$ cat config.mk
export PLATFORM = sky130hd
export DESIGN_NAME = mem_bus_adapter
export DESIGN_NICKNAME = d
export VERILOG_FILES = /design/src/rtl/mem_bus_adapter.sv
export SDC_FILE = /design/constraint.sdc
export NUM_CORES = 1
export LEC_CHECK = 0
export ABC_CLOCK_PERIOD_IN_PS = 3600
export CORE_MARGIN = 2
export CORE_UTILIZATION = 39
export CTS_BUF_LIST = sky130_fd_sc_hd__clkbuf_16
export DETAILED_ROUTE_END_ITERATION = 16
export PLACE_DENSITY = 0.78
export SYNTH_ARGS = -nofsm -noshare
export SYNTH_HDL_FRONTEND = slang
export SYNTH_SLANG_ARGS = --single-unit
$ cat constraint.sdc
create_clock -name clk -period 3.6 [get_ports clk]
set_input_delay 0.54 -clock clk [delete_from_list [all_inputs] [get_ports clk]]
set_output_delay 0.54 -clock clk [all_outputs]
set_load 0.02 [all_outputs]
$ cat src/rtl/mem_bus_adapter.sv
// mem_bus_adapter: bridges a level-held CPU memory port to a req/gnt + rvalid bus with optional timeout
module mem_bus_adapter #(
  parameter int TIMEOUT_CYCLES = 255
) (
  input  logic        clk,
  input  logic        rst,
  input  logic        mem_read,
  input  logic        mem_write,
  input  logic [31:0] mem_address,
  input  logic [31:0] mem_wdata,
  input  logic [3:0]  mem_byte_enable,
  output logic [31:0] mem_rdata,
  output logic        mem_resp,
  output logic        mem_err,
  output logic        pmem_req,
  output logic        pmem_we,
  output logic [31:0] pmem_addr,
  output logic [31:0] pmem_wdata,
  output logic [3:0]  pmem_be,
  input  logic        pmem_gnt,
  input  logic        pmem_rvalid,
  input  logic [31:0] pmem_rdata
);
  typedef enum logic [1:0] {IDLE, REQ, WAIT, RESP} state_t;
  state_t state, nxt;
  logic start, busy, to;
  assign start = (state == IDLE) && (mem_read || mem_write);
  assign busy = (state == REQ) || (state == WAIT);
`ifdef MEM_BUS_TIMEOUT_EN
  localparam int CW = ($clog2(TIMEOUT_CYCLES + 1) < 8) ? 8 : $clog2(TIMEOUT_CYCLES + 1);
  logic [CW-1:0] cnt;
  logic err;
  assign to = busy && (cnt == CW'(TIMEOUT_CYCLES - 1));
  assign mem_err = err && (state == RESP);
  always_ff @(posedge clk or posedge rst) begin
    if (rst) cnt <= '0;
    else cnt <= busy ? cnt + 1'b1 : '0;
  end
  always_ff @(posedge clk or posedge rst) begin
    if (rst) err <= 1'b0;
    else if (start) err <= 1'b0;
    else if (to) err <= 1'b1;
  end
`else
  assign to = 1'b0;
  assign mem_err = 1'b0;
`endif
  always_ff @(posedge clk or posedge rst) begin
    if (rst) state <= IDLE;
    else state <= nxt;
  end
  always_comb begin
    nxt = state == IDLE ? (start ? REQ : IDLE) :
          state == REQ  ? (to ? RESP : (pmem_gnt ? WAIT : REQ)) :
          state == WAIT ? ((to || pmem_rvalid) ? RESP : WAIT) : IDLE;
    pmem_req = state == REQ;
    mem_resp = state == RESP;
  end
  always_ff @(posedge clk or posedge rst) begin
    if (rst) begin
      pmem_we <= 1'b0;
      pmem_addr <= '0;
      pmem_wdata <= '0;
      pmem_be <= '0;
    end else if (start) begin
      pmem_we <= mem_write;
      pmem_addr <= {mem_address[31:2], 2'b00};
      pmem_wdata <= mem_wdata;
      pmem_be <= mem_write ? mem_byte_enable : 4'b1111;
    end
  end
  always_ff @(posedge clk or posedge rst) begin
    if (rst) mem_rdata <= '0;
    else if (to) mem_rdata <= 32'hDEADBEEF;
    else if ((state == WAIT) && pmem_rvalid && !pmem_we) mem_rdata <= pmem_rdata;
  end
endmodule

After elaboration in Yosys (flattened, before gate mapping) --
Cells that the tools add are included. Widths: inputs -> output; s select.
Operators by class: equal/unequal tests 3, muxes and demuxes 7, reductions and logical operators 6
Operators with widths (count):
- $mux 2 | 4
- $eq 2x2->1 const B | 2
- $mux 4 | 1
- $logic_and 1x1->1 | 3
- $eq 2x1->1 const B | 1
- $logic_not 2->1 | 1
- $mux 1 | 2
- $logic_not 1->1 | 1
- $logic_or 1x1->1 | 1
Word-level totals: register bits after elaboration 101, logic and storage cells 22

Logic depth before layout (Yosys ltp) --
Gate-level depths: netlist (run 1).
word-level depth 4, gate-level depth with buffers 5

Least setup slack after synthesis (run 1) --
OpenSTA, ideal clock, no wires.
path kind in2reg, from input port pmem_rvalid, to register mem_rdata[0], library setup time 0.125 ns, data arrival time 1.385 ns, setup slack 2.090 ns, cell stages on the path 3, cells stage by stage nor4b_4 -> buf_6 -> mux2_4
On the way: cells in the longest elaborated chain, start to end 2
Ends and longest elaborated chain:
- from (decl) | RTL line 21 | input logic pmem_rvalid,
- $logic_and 1x1->1 (2 in a row) | RTL line 75 | else if ((state == WAIT) && pmem_rvalid && !pmem_we) mem_rdata <= pmem_rdata;
- to (signal assigned) | RTL line 75
- to (decl) | RTL line 12 | output logic [31:0] mem_rdata,
Every way passes these cells. A chain may end at the register's enable or synchronous reset.

Worst setup path in the final report (run 1) --
from register state[1], to output port pmem_req
On the way: cells in the longest elaborated chain, start to end 1
Ends and longest elaborated chain:
- from (decl) | RTL line 25 | state_t state, nxt;
- from (signal assigned) | RTL line 50 | else state <= nxt;
- $eq 2x1->1 | RTL line 56 | pmem_req = state == REQ;
- to (decl) | RTL line 15 | output logic pmem_req,
Every way passes these cells.

==> flow_summary.ini, run 1 <==
[place]
dpl_cell_area_um2 = 6110
portBuffers = 204
dp_hpwl_um = 6850
gp_congestion = 0.748

[clocking]
cts.sinks = 101
clk_latency_ns = 0.32
root_buffer = clkbuf_16
clk_path_buf_depth = 2
path_clk_slew_ns = 0.06
cts_tree = yes
cts_setup_buffers = 0
cts_hold_buf = 0
cts_htree_levels = 3
cts_buffers = 9
cts.repair.resized = 0

[sta]
fmax_mhz = 460
clock_skew_ns = 0.00370
period_share = 0.604
hold_viol = 0
slew_headroom = 0.566
finalSetupViolCount = 0
post-route-min-period_ns = 2.18
finalSetupTns_ns = 0
worstMarginPinSlew_ns = 0.651
drv_slew = 0
rsz0062_at_grt = no

[critical_path]
critPathCaptureType = primary output
critPathMaxStageDelay_ns = 0.62
r2r-end = pmem_wdata[14]
r2r-start = state[0]
worstPathArrival_ns = 1.64
criticalPathCategory = flop to primary output
setup.worst_path.start_class = flop
path_delay_family = buffers and inverters
worstPathRequired_ns = 3.06
cp_slowest_cell = clkdlybuf4s50_1
reg2regPathDepth = 4
path_buf_inv = 3
cp-endpoint = pmem_req
path_cells = inv_2, nand2_1, inv_1, clkdlybuf4s50_1
cp-startpoint = state[1]
worst-r2r-setup-slack_ns = 1.70
cp_max_fo = 4
crit_cells = 4

[routing]
drt-wirelength-per-cell_um = 16.2
vias = 2660
drtAntennaViolNets = 0
drtIter0Drc = 66
drc = 0
vias_per_cell = 4.64
first_pass_iters = 4
drt_wl_total_um = 9260

[run_status]
outcome = completed

[layout]
area_growth_pct = 61.1
nNetsFinal = 542
fin_area_um2 = 6380
drive_above_1_share = 0.248
antennaDiodeCount = 0

[min_path]
hp-class = flop to flop
holdPathStages = 1

[floorplan]
core_area_um2 = 9820
die_area_um2 = 11000
start_util = 0.404
io_pins = 210
fp.dieH_um = 105
num_rows = 36
die_w_um = 105

[global_route]
track_usage = 0.171
grt-ovfl-total = 0
grt_pass1_wl_um = 14800
antenna_found_initial = 0
grt_pass1_vias = 2871
grt_max_degree = 54

[synth]
synth_top_area_frac = 0.638
yosys.area.top_type = dfrtp_1
syn_area_per_cell_um2 = 17.3
synthTopCellsByArea = dfrtp_1 64%, mux2_2 17%, mux2_4 11%
ys_ff_latch = 101
ys_types = 21
post-synth-top-count-cell = dfrtp_1
synth_ff_type = dfrtp_1
synth_edf_count = 0
ys_seq_area_frac = 0.638
async_reset_ff_frac = 1.00
synthCells = 229
syn_area_um2 = 3960
synthTopCellsByCount = 101 x dfrtp_1, 59 x mux2_2, 30 x mux2_4, 8 x buf_6, 5 x mux2_1
synth_warnings = 0

[power]
power_leakage_uw = 0.00268
cellPowerDensity_nw_per_um2 = 943
ir_drop_uv = 422

[job]
cap_violations = 0
## per-layer routing
metal / vias to the layer above / wire length (um) / track usage
met5: - / 0 / 0
met4: 0 / 118 / 0.0619
met3: 10 / 817 / 0.0618
met2: 120 / 4660 / 0.287
met1: 1329 / 3670 / 0.201
li1: 1201 / - / -
## worst reg2reg max path, stage by stage, from the launching register on
cell and delay [ns]:
dfrtp_1 0.46, nor2_2 0.20, o21a_2 0.39, buf_12 0.33
mux2_2 0.41
## metrics by stage
| stage | std cells | setup slack, ns | total power [uW] | hold WS (ns) | util |
|---|---|---|---|---|---|
| finish | 573 | 1.42 | 6020 | 0.492 | 0.650 |
| detailed placement | 558 | 1.26 | 5170 | 0.482 | 0.622 |
| global route | 573 | 1.30 | 6330 | 0.506 | 0.650 |
| CTS | 573 | 1.40 | 6100 | 0.496 | 0.650 |
| global placement | 558 | 1.30 | 5090 | 0.471 | 0.622 |
| floorplan | 231 | 0.413 | 3730 | 0.581 | - |
## cell families after synthesis
logic type,share of synthesized area
AO/OA/AOI/OAI,0.0164
buffers and inverters,0.0338
flip-flops,0.638
multiplexers,0.296
other,0.000946
AND/OR/NAND/NOR,0.0155
## cells in the final DEF, fill, tap and decap left out, drive strengths merged, types with 2 or more instances in the layout
| cell | count |
|---|---|
| clkdlybuf4s50 | 204 |
| dfrtp | 101 |
| mux2 | 94 |
| clkbuf | 9 |
| inv | 7 |
| nand2 | 4 |
| o22a | 4 |
| conb | 3 |
| buf | 3 |
| nor2 | 2 |
## flip-flops by register name, indices dropped and copies added (netlist names)
register,count
pmem_be,4
state,2
pmem_wdata,32
mem_rdata,32
pmem_addr,30
pmem_we,1
## how the worst min path moves through the flow
stage / startpoint / end / slack (ns)
final: pmem_wdata[3] / pmem_wdata[3] / 0.49
after global routing: pmem_wdata[1] / pmem_wdata[1] / 0.51
after CTS: pmem_wdata[3] / pmem_wdata[3] / 0.50
after detailed placement: pmem_wdata[3] / pmem_wdata[3] / 0.48
after global placement: pmem_wdata[1] / pmem_wdata[1] / 0.47
after floorplan: state[0] / state[1] / 0.58
## cell type report
class / count / area [um^2]
Clock buffer: 9 / 225
Clock inverter: 6 / 50.0
Fill cell: 786 / 3440
Inverter: 3 / 13.8
Multi-Input combinational cell: 114 / 1310
Sequential cell: 101 / 2530
Tap cell: 133 / 166
Timing Repair Buffer: 207 / 2090
## power by group
group          total [uW]  internal, uW  switching (uW)
combinational        3100          1740            1360
clock                 898           524             374
sequential           2020          1710             310
total                6020          3970            2050
(Power assumes the default switching activity.)
==> run 2: changes to the inputs <==
- ABC_CLOCK_PERIOD_IN_PS: 3600 -> 2250
- clock period: 3.6 -> 2.25 ns (I/O delays scaled with it)
==> flow_summary.ini, run 2 (synthesized netlist as in run 1, its figures left out) <==
[run_status]
outcome = completed

[floorplan]
io_pins = 210
start_util = 0.404
core_area_um2 = 9820
fp.dieH_um = 105
num_rows = 36
die_w_um = 105
die_area_um2 = 11000

[sta]
drv_slew = 0
hold_viol = 0
clock_skew_ns = 0.00818
whs_ns = 0.446
worstMarginPinSlew_ns = 0.515
period_share = 0.887
setup_ws_ns = 0.255
finalSetupViolCount = 0
rsz0062_at_grt = no
slew_headroom = 0.657
fmax_mhz = 501
finalSetupTns_ns = 0
post-route-min-period_ns = 2.00

[layout]
nNetsFinal = 543
antennaDiodeCount = 0
final_common_cell = clkdlybuf4s50_1
finalNonFillerCells = 575
final_cell_mix = 204 x clkdlybuf4s50_1, 101 x dfrtp_1, 59 x mux2_2, 30 x mux2_4, 9 x clkbuf_16
drive_above_1_share = 0.256
largest_registers = mem_rdata (32), pmem_wdata (32), pmem_addr (30)
area_growth_pct = 62.0
fillers = 769

[clocking]
cts_hold_buf = 0
cts_tree = yes
cts.sinks = 101
path_clk_slew_ns = 0.07
cts.repair.resized = 0
root_buffer = clkbuf_16
cts_htree_levels = 3
cts_setup_buffers = 0
clk_latency_ns = 0.33
clk_path_buf_depth = 2
cts_buffers = 9

[global_route]
grt_max_degree = 67
track_usage = 0.173
grt_pass1_vias = 3002
grt_pass1_wl_um = 15200
grt-ovfl-total = 0
antenna_found_initial = 0

[place]
portBuffers = 204
numPlacedInstances = 559
preCtsSetupSlack_ns = 0.342
gp_congestion = 0.772
dp_hpwl_um = 6930

[power]
sequentialPowerShare = 0.332
clkPwrFrac = 0.155
ir_drop_uv = 923
switching_share = 0.344
p_sw_uw = 3340
p_int_uw = 6380
comb_power_share = 0.512
cellPowerDensity_nw_per_um2 = 1510
power_leakage_uw = 0.00267

[routing]
first_pass_iters = 4
drt-wirelength-per-cell_um = 16.2
drtIter0Drc = 50
vias_per_cell = 4.67
drt_wl_total_um = 9330
vias = 2688
drc = 0
drtAntennaViolNets = 0

[critical_path]
criticalPathCategory = flop to primary output
worstPathRequired_ns = 1.91
worstPathArrival_ns = 1.66
setup.worst_path.start_class = flop
cp_max_fo = 4
critPathCaptureType = primary output

[min_path]
hp-class = input pin to async pin

[job]
cap_violations = 0
run 2: cell types whose count changed in the layout (fill, tap and decap cells not counted):
cell        before  now
buf_12           2    3
clkinv_1         0    1
clkinv_4         0    2
clkinvlp_4       0    2
inv_1            5    2
inv_4            1    0
run 2: final cells by class:
type / count / area (um^2) / area share
inverters: 3 / 15.0 / 0.00234
well taps: 133 / 166 / 0.0259
repair buffers: 208 / 2110 / 0.329
clock buffers: 9 / 225 / 0.0351
multi-input cells: 114 / 1310 / 0.204
flip-flops and latches: 101 / 2530 / 0.394
clock inverters: 7 / 67.6 / 0.0105
run 2: metrics by stage:
| step | utilization | instance area (um^2) | power (uW) |
|---|---|---|---|
| finish | 0.654 | 6420 | 9720 |
| global route | 0.654 | 6420 | 10200 |
| CTS | 0.654 | 6420 | 9850 |
| detailed placement | 0.624 | 6130 | 8300 |
| global placement | 0.624 | 6130 | 8150 |
| floorplan | - | 3970 | 5970 |
run 2: worst paths after layout:
kind                                     from             to  slack (ns)  cells after the start
worst max-delay path                 state[1]       pmem_req        0.25                      4
worst min-delay path                      rst   mem_rdata[0]        0.45                      3
worst max register to register       state[0]  pmem_wdata[8]        0.57                      4
worst min register to register  pmem_wdata[0]  pmem_wdata[0]        0.48                      1
max in group asynchronous                 rst   pmem_addr[9]        1.35                      3
min in group clk                pmem_wdata[0]  pmem_wdata[0]        0.48                      1
run 2: power groups by stage:
stage	clock [uW]	sequential, uW	combinational (uW)
2_1_floorplan	0	4340	1630
3_3_place_gp	0	3210	4940
3_5_place_dp	0	3270	5030
4_1_cts	1560	3250	5040
5_1_grt	1620	3370	5220
6_report	1510	3230	4980
run 2: layer usage:
layer  up-vias  track usage  share of wire  routed length [um]
met5         -            0              0                   0
met4         0       0.0495         0.0093                  87
met3         8       0.0605          0.087                 809
met2       127        0.300           0.51                4750
met1      1343        0.203           0.39                3680
li1       1210            -              -                   -
run 2: critical path, cell delays in order (launching register included):
cell	delay [ns]
dfrtp_1	0.43
inv_2	0.12
nand2_1	0.08
inv_1	0.09
clkdlybuf4s50_1	0.62
==> run 3: changes to the inputs <==
- CAP_MARGIN: default -> 20
- CORE_MARGIN: 2 -> 8
- MAX_ROUTING_LAYER: default -> met4
==> flow_summary.ini, run 3 (synthesized netlist as in run 1, its figures left out) <==
[routing]
drt-wirelength-per-cell_um = 18.2
vias_per_cell = 4.62
vias = 2670
drtAntennaViolNets = 0
drtIter0Drc = 58
drt_wl_total_um = 10500
first_pass_iters = 4
drc = 0

[sta]
rsz0062_at_grt = no
worstMarginPinSlew_ns = 0.546
finalSetupTns_ns = 0
drv_slew = 0
finalSetupViolCount = 0
fmax_mhz = 500
clock_skew_ns = 0.00708
slew_headroom = 0.636
post-route-min-period_ns = 2.00
period_share = 0.889
hold_viol = 0

[place]
gp_congestion = 0.728
portBuffers = 204
dp_hpwl_um = 8010

[critical_path]
r2r-start = state[0]
critPathCaptureType = primary output
worstPathArrival_ns = 1.66
cp-startpoint = state[1]
criticalPathCategory = flop to primary output
r2r-end = pmem_wdata[9]
worst-r2r-setup-slack_ns = 0.60
cp_max_fo = 4
setup.worst_path.start_class = flop
worstPathRequired_ns = 1.91
reg2regPathDepth = 4

[layout]
nNetsFinal = 543
final_cell_mix = 204 x clkdlybuf4s50_1, 101 x dfrtp_1, 59 x mux2_2, 30 x mux2_4, 9 x clkbuf_16
largest_registers = mem_rdata (32), pmem_wdata (32), pmem_addr (30)
area_growth_pct = 61.3
seq_area_um2 = 2530
multi_input_area_um2 = 1310
fillers = 781
drive_above_1_share = 0.251
antennaDiodeCount = 0
final_common_cell = clkdlybuf4s50_1

[global_route]
grt_pass1_wl_um = 15700
grt_max_degree = 102
grt-ovfl-total = 0
grt_pass1_vias = 3002
track_usage = 0.157
antenna_found_initial = 0

[floorplan]
core_area_um2 = 10100
die_area_um2 = 13600
fp.dieH_um = 117
num_rows = 37
die_w_um = 117
start_util = 0.393
io_pins = 210

[power]
total_power_uw = 9630
ir_drop_uv = 831
cellPowerDensity_nw_per_um2 = 1510
power_leakage_uw = 0.00266

[job]
cap_violations = 0

[clocking]
cts_setup_buffers = 0
path_clk_slew_ns = 0.06
cts_tree = yes
cts.repair.resized = 0
clk_latency_ns = 0.33
root_buffer = clkbuf_16
cts.sinks = 101
cts_htree_levels = 3
cts_hold_buf = 0
clk_path_buf_depth = 2
cts_buffers = 9

[run_status]
outcome = completed

[min_path]
hp-class = input pin to async pin
[run 3: critical path, cell delays in order (launching register included)]
cell             delay [ns]
dfrtp_1                0.42
inv_2                  0.11
nand2_1                0.08
inv_1                  0.09
clkdlybuf4s50_1        0.63
[run 3: per-stage QoR]
step,setup WS [ns],hold slack (ns),std cells,utilization,area [um^2]
global placement,0.378,0.470,562,0.608,6130
global route,0.169,0.514,578,0.633,6390
CTS,0.231,0.494,578,0.633,6390
detailed placement,0.368,0.477,562,0.608,6130
finish,0.249,0.491,578,0.633,6390
floorplan,0.709,0.429,231,-,3970
[run 3: report_power, final]
group / total, uW / internal (uW) / switching, uW
combinational: 5040 / 2790 / 2250
clock: 1360 / 730 / 625
sequential: 3230 / 2740 / 494
total: 9630 / 6260 / 3370
[run 3: per-layer routing]
metal  share of wire  vias up  GRT usage
li1                -     1211          -
met1            0.38     1331      0.163
met2            0.51      116      0.266
met3           0.098       12     0.0570
met4           0.018        0     0.0623
met5               0        -          -
[run 3: worst max-delay path by stage]
stage / end / slack (ns) / cells past startpoint
after floorplan: mem_rdata[0] / 0.71 / 1
after global placement: mem_rdata[30] / 0.38 / 4
after detailed placement: mem_rdata[30] / 0.37 / 4
after CTS: pmem_req / 0.23 / 4
after global routing: pmem_req / 0.17 / 4
final: pmem_req / 0.25 / 4
[run 3: area by class of cell]
type,instances,area share
timing repair buffer,208,0.330
clock inverter,7,0.00509
sequential,101,0.396
multi-input combinational,114,0.205
clock buffer,9,0.0352
tap,136,0.0266
inverter,3,0.00235
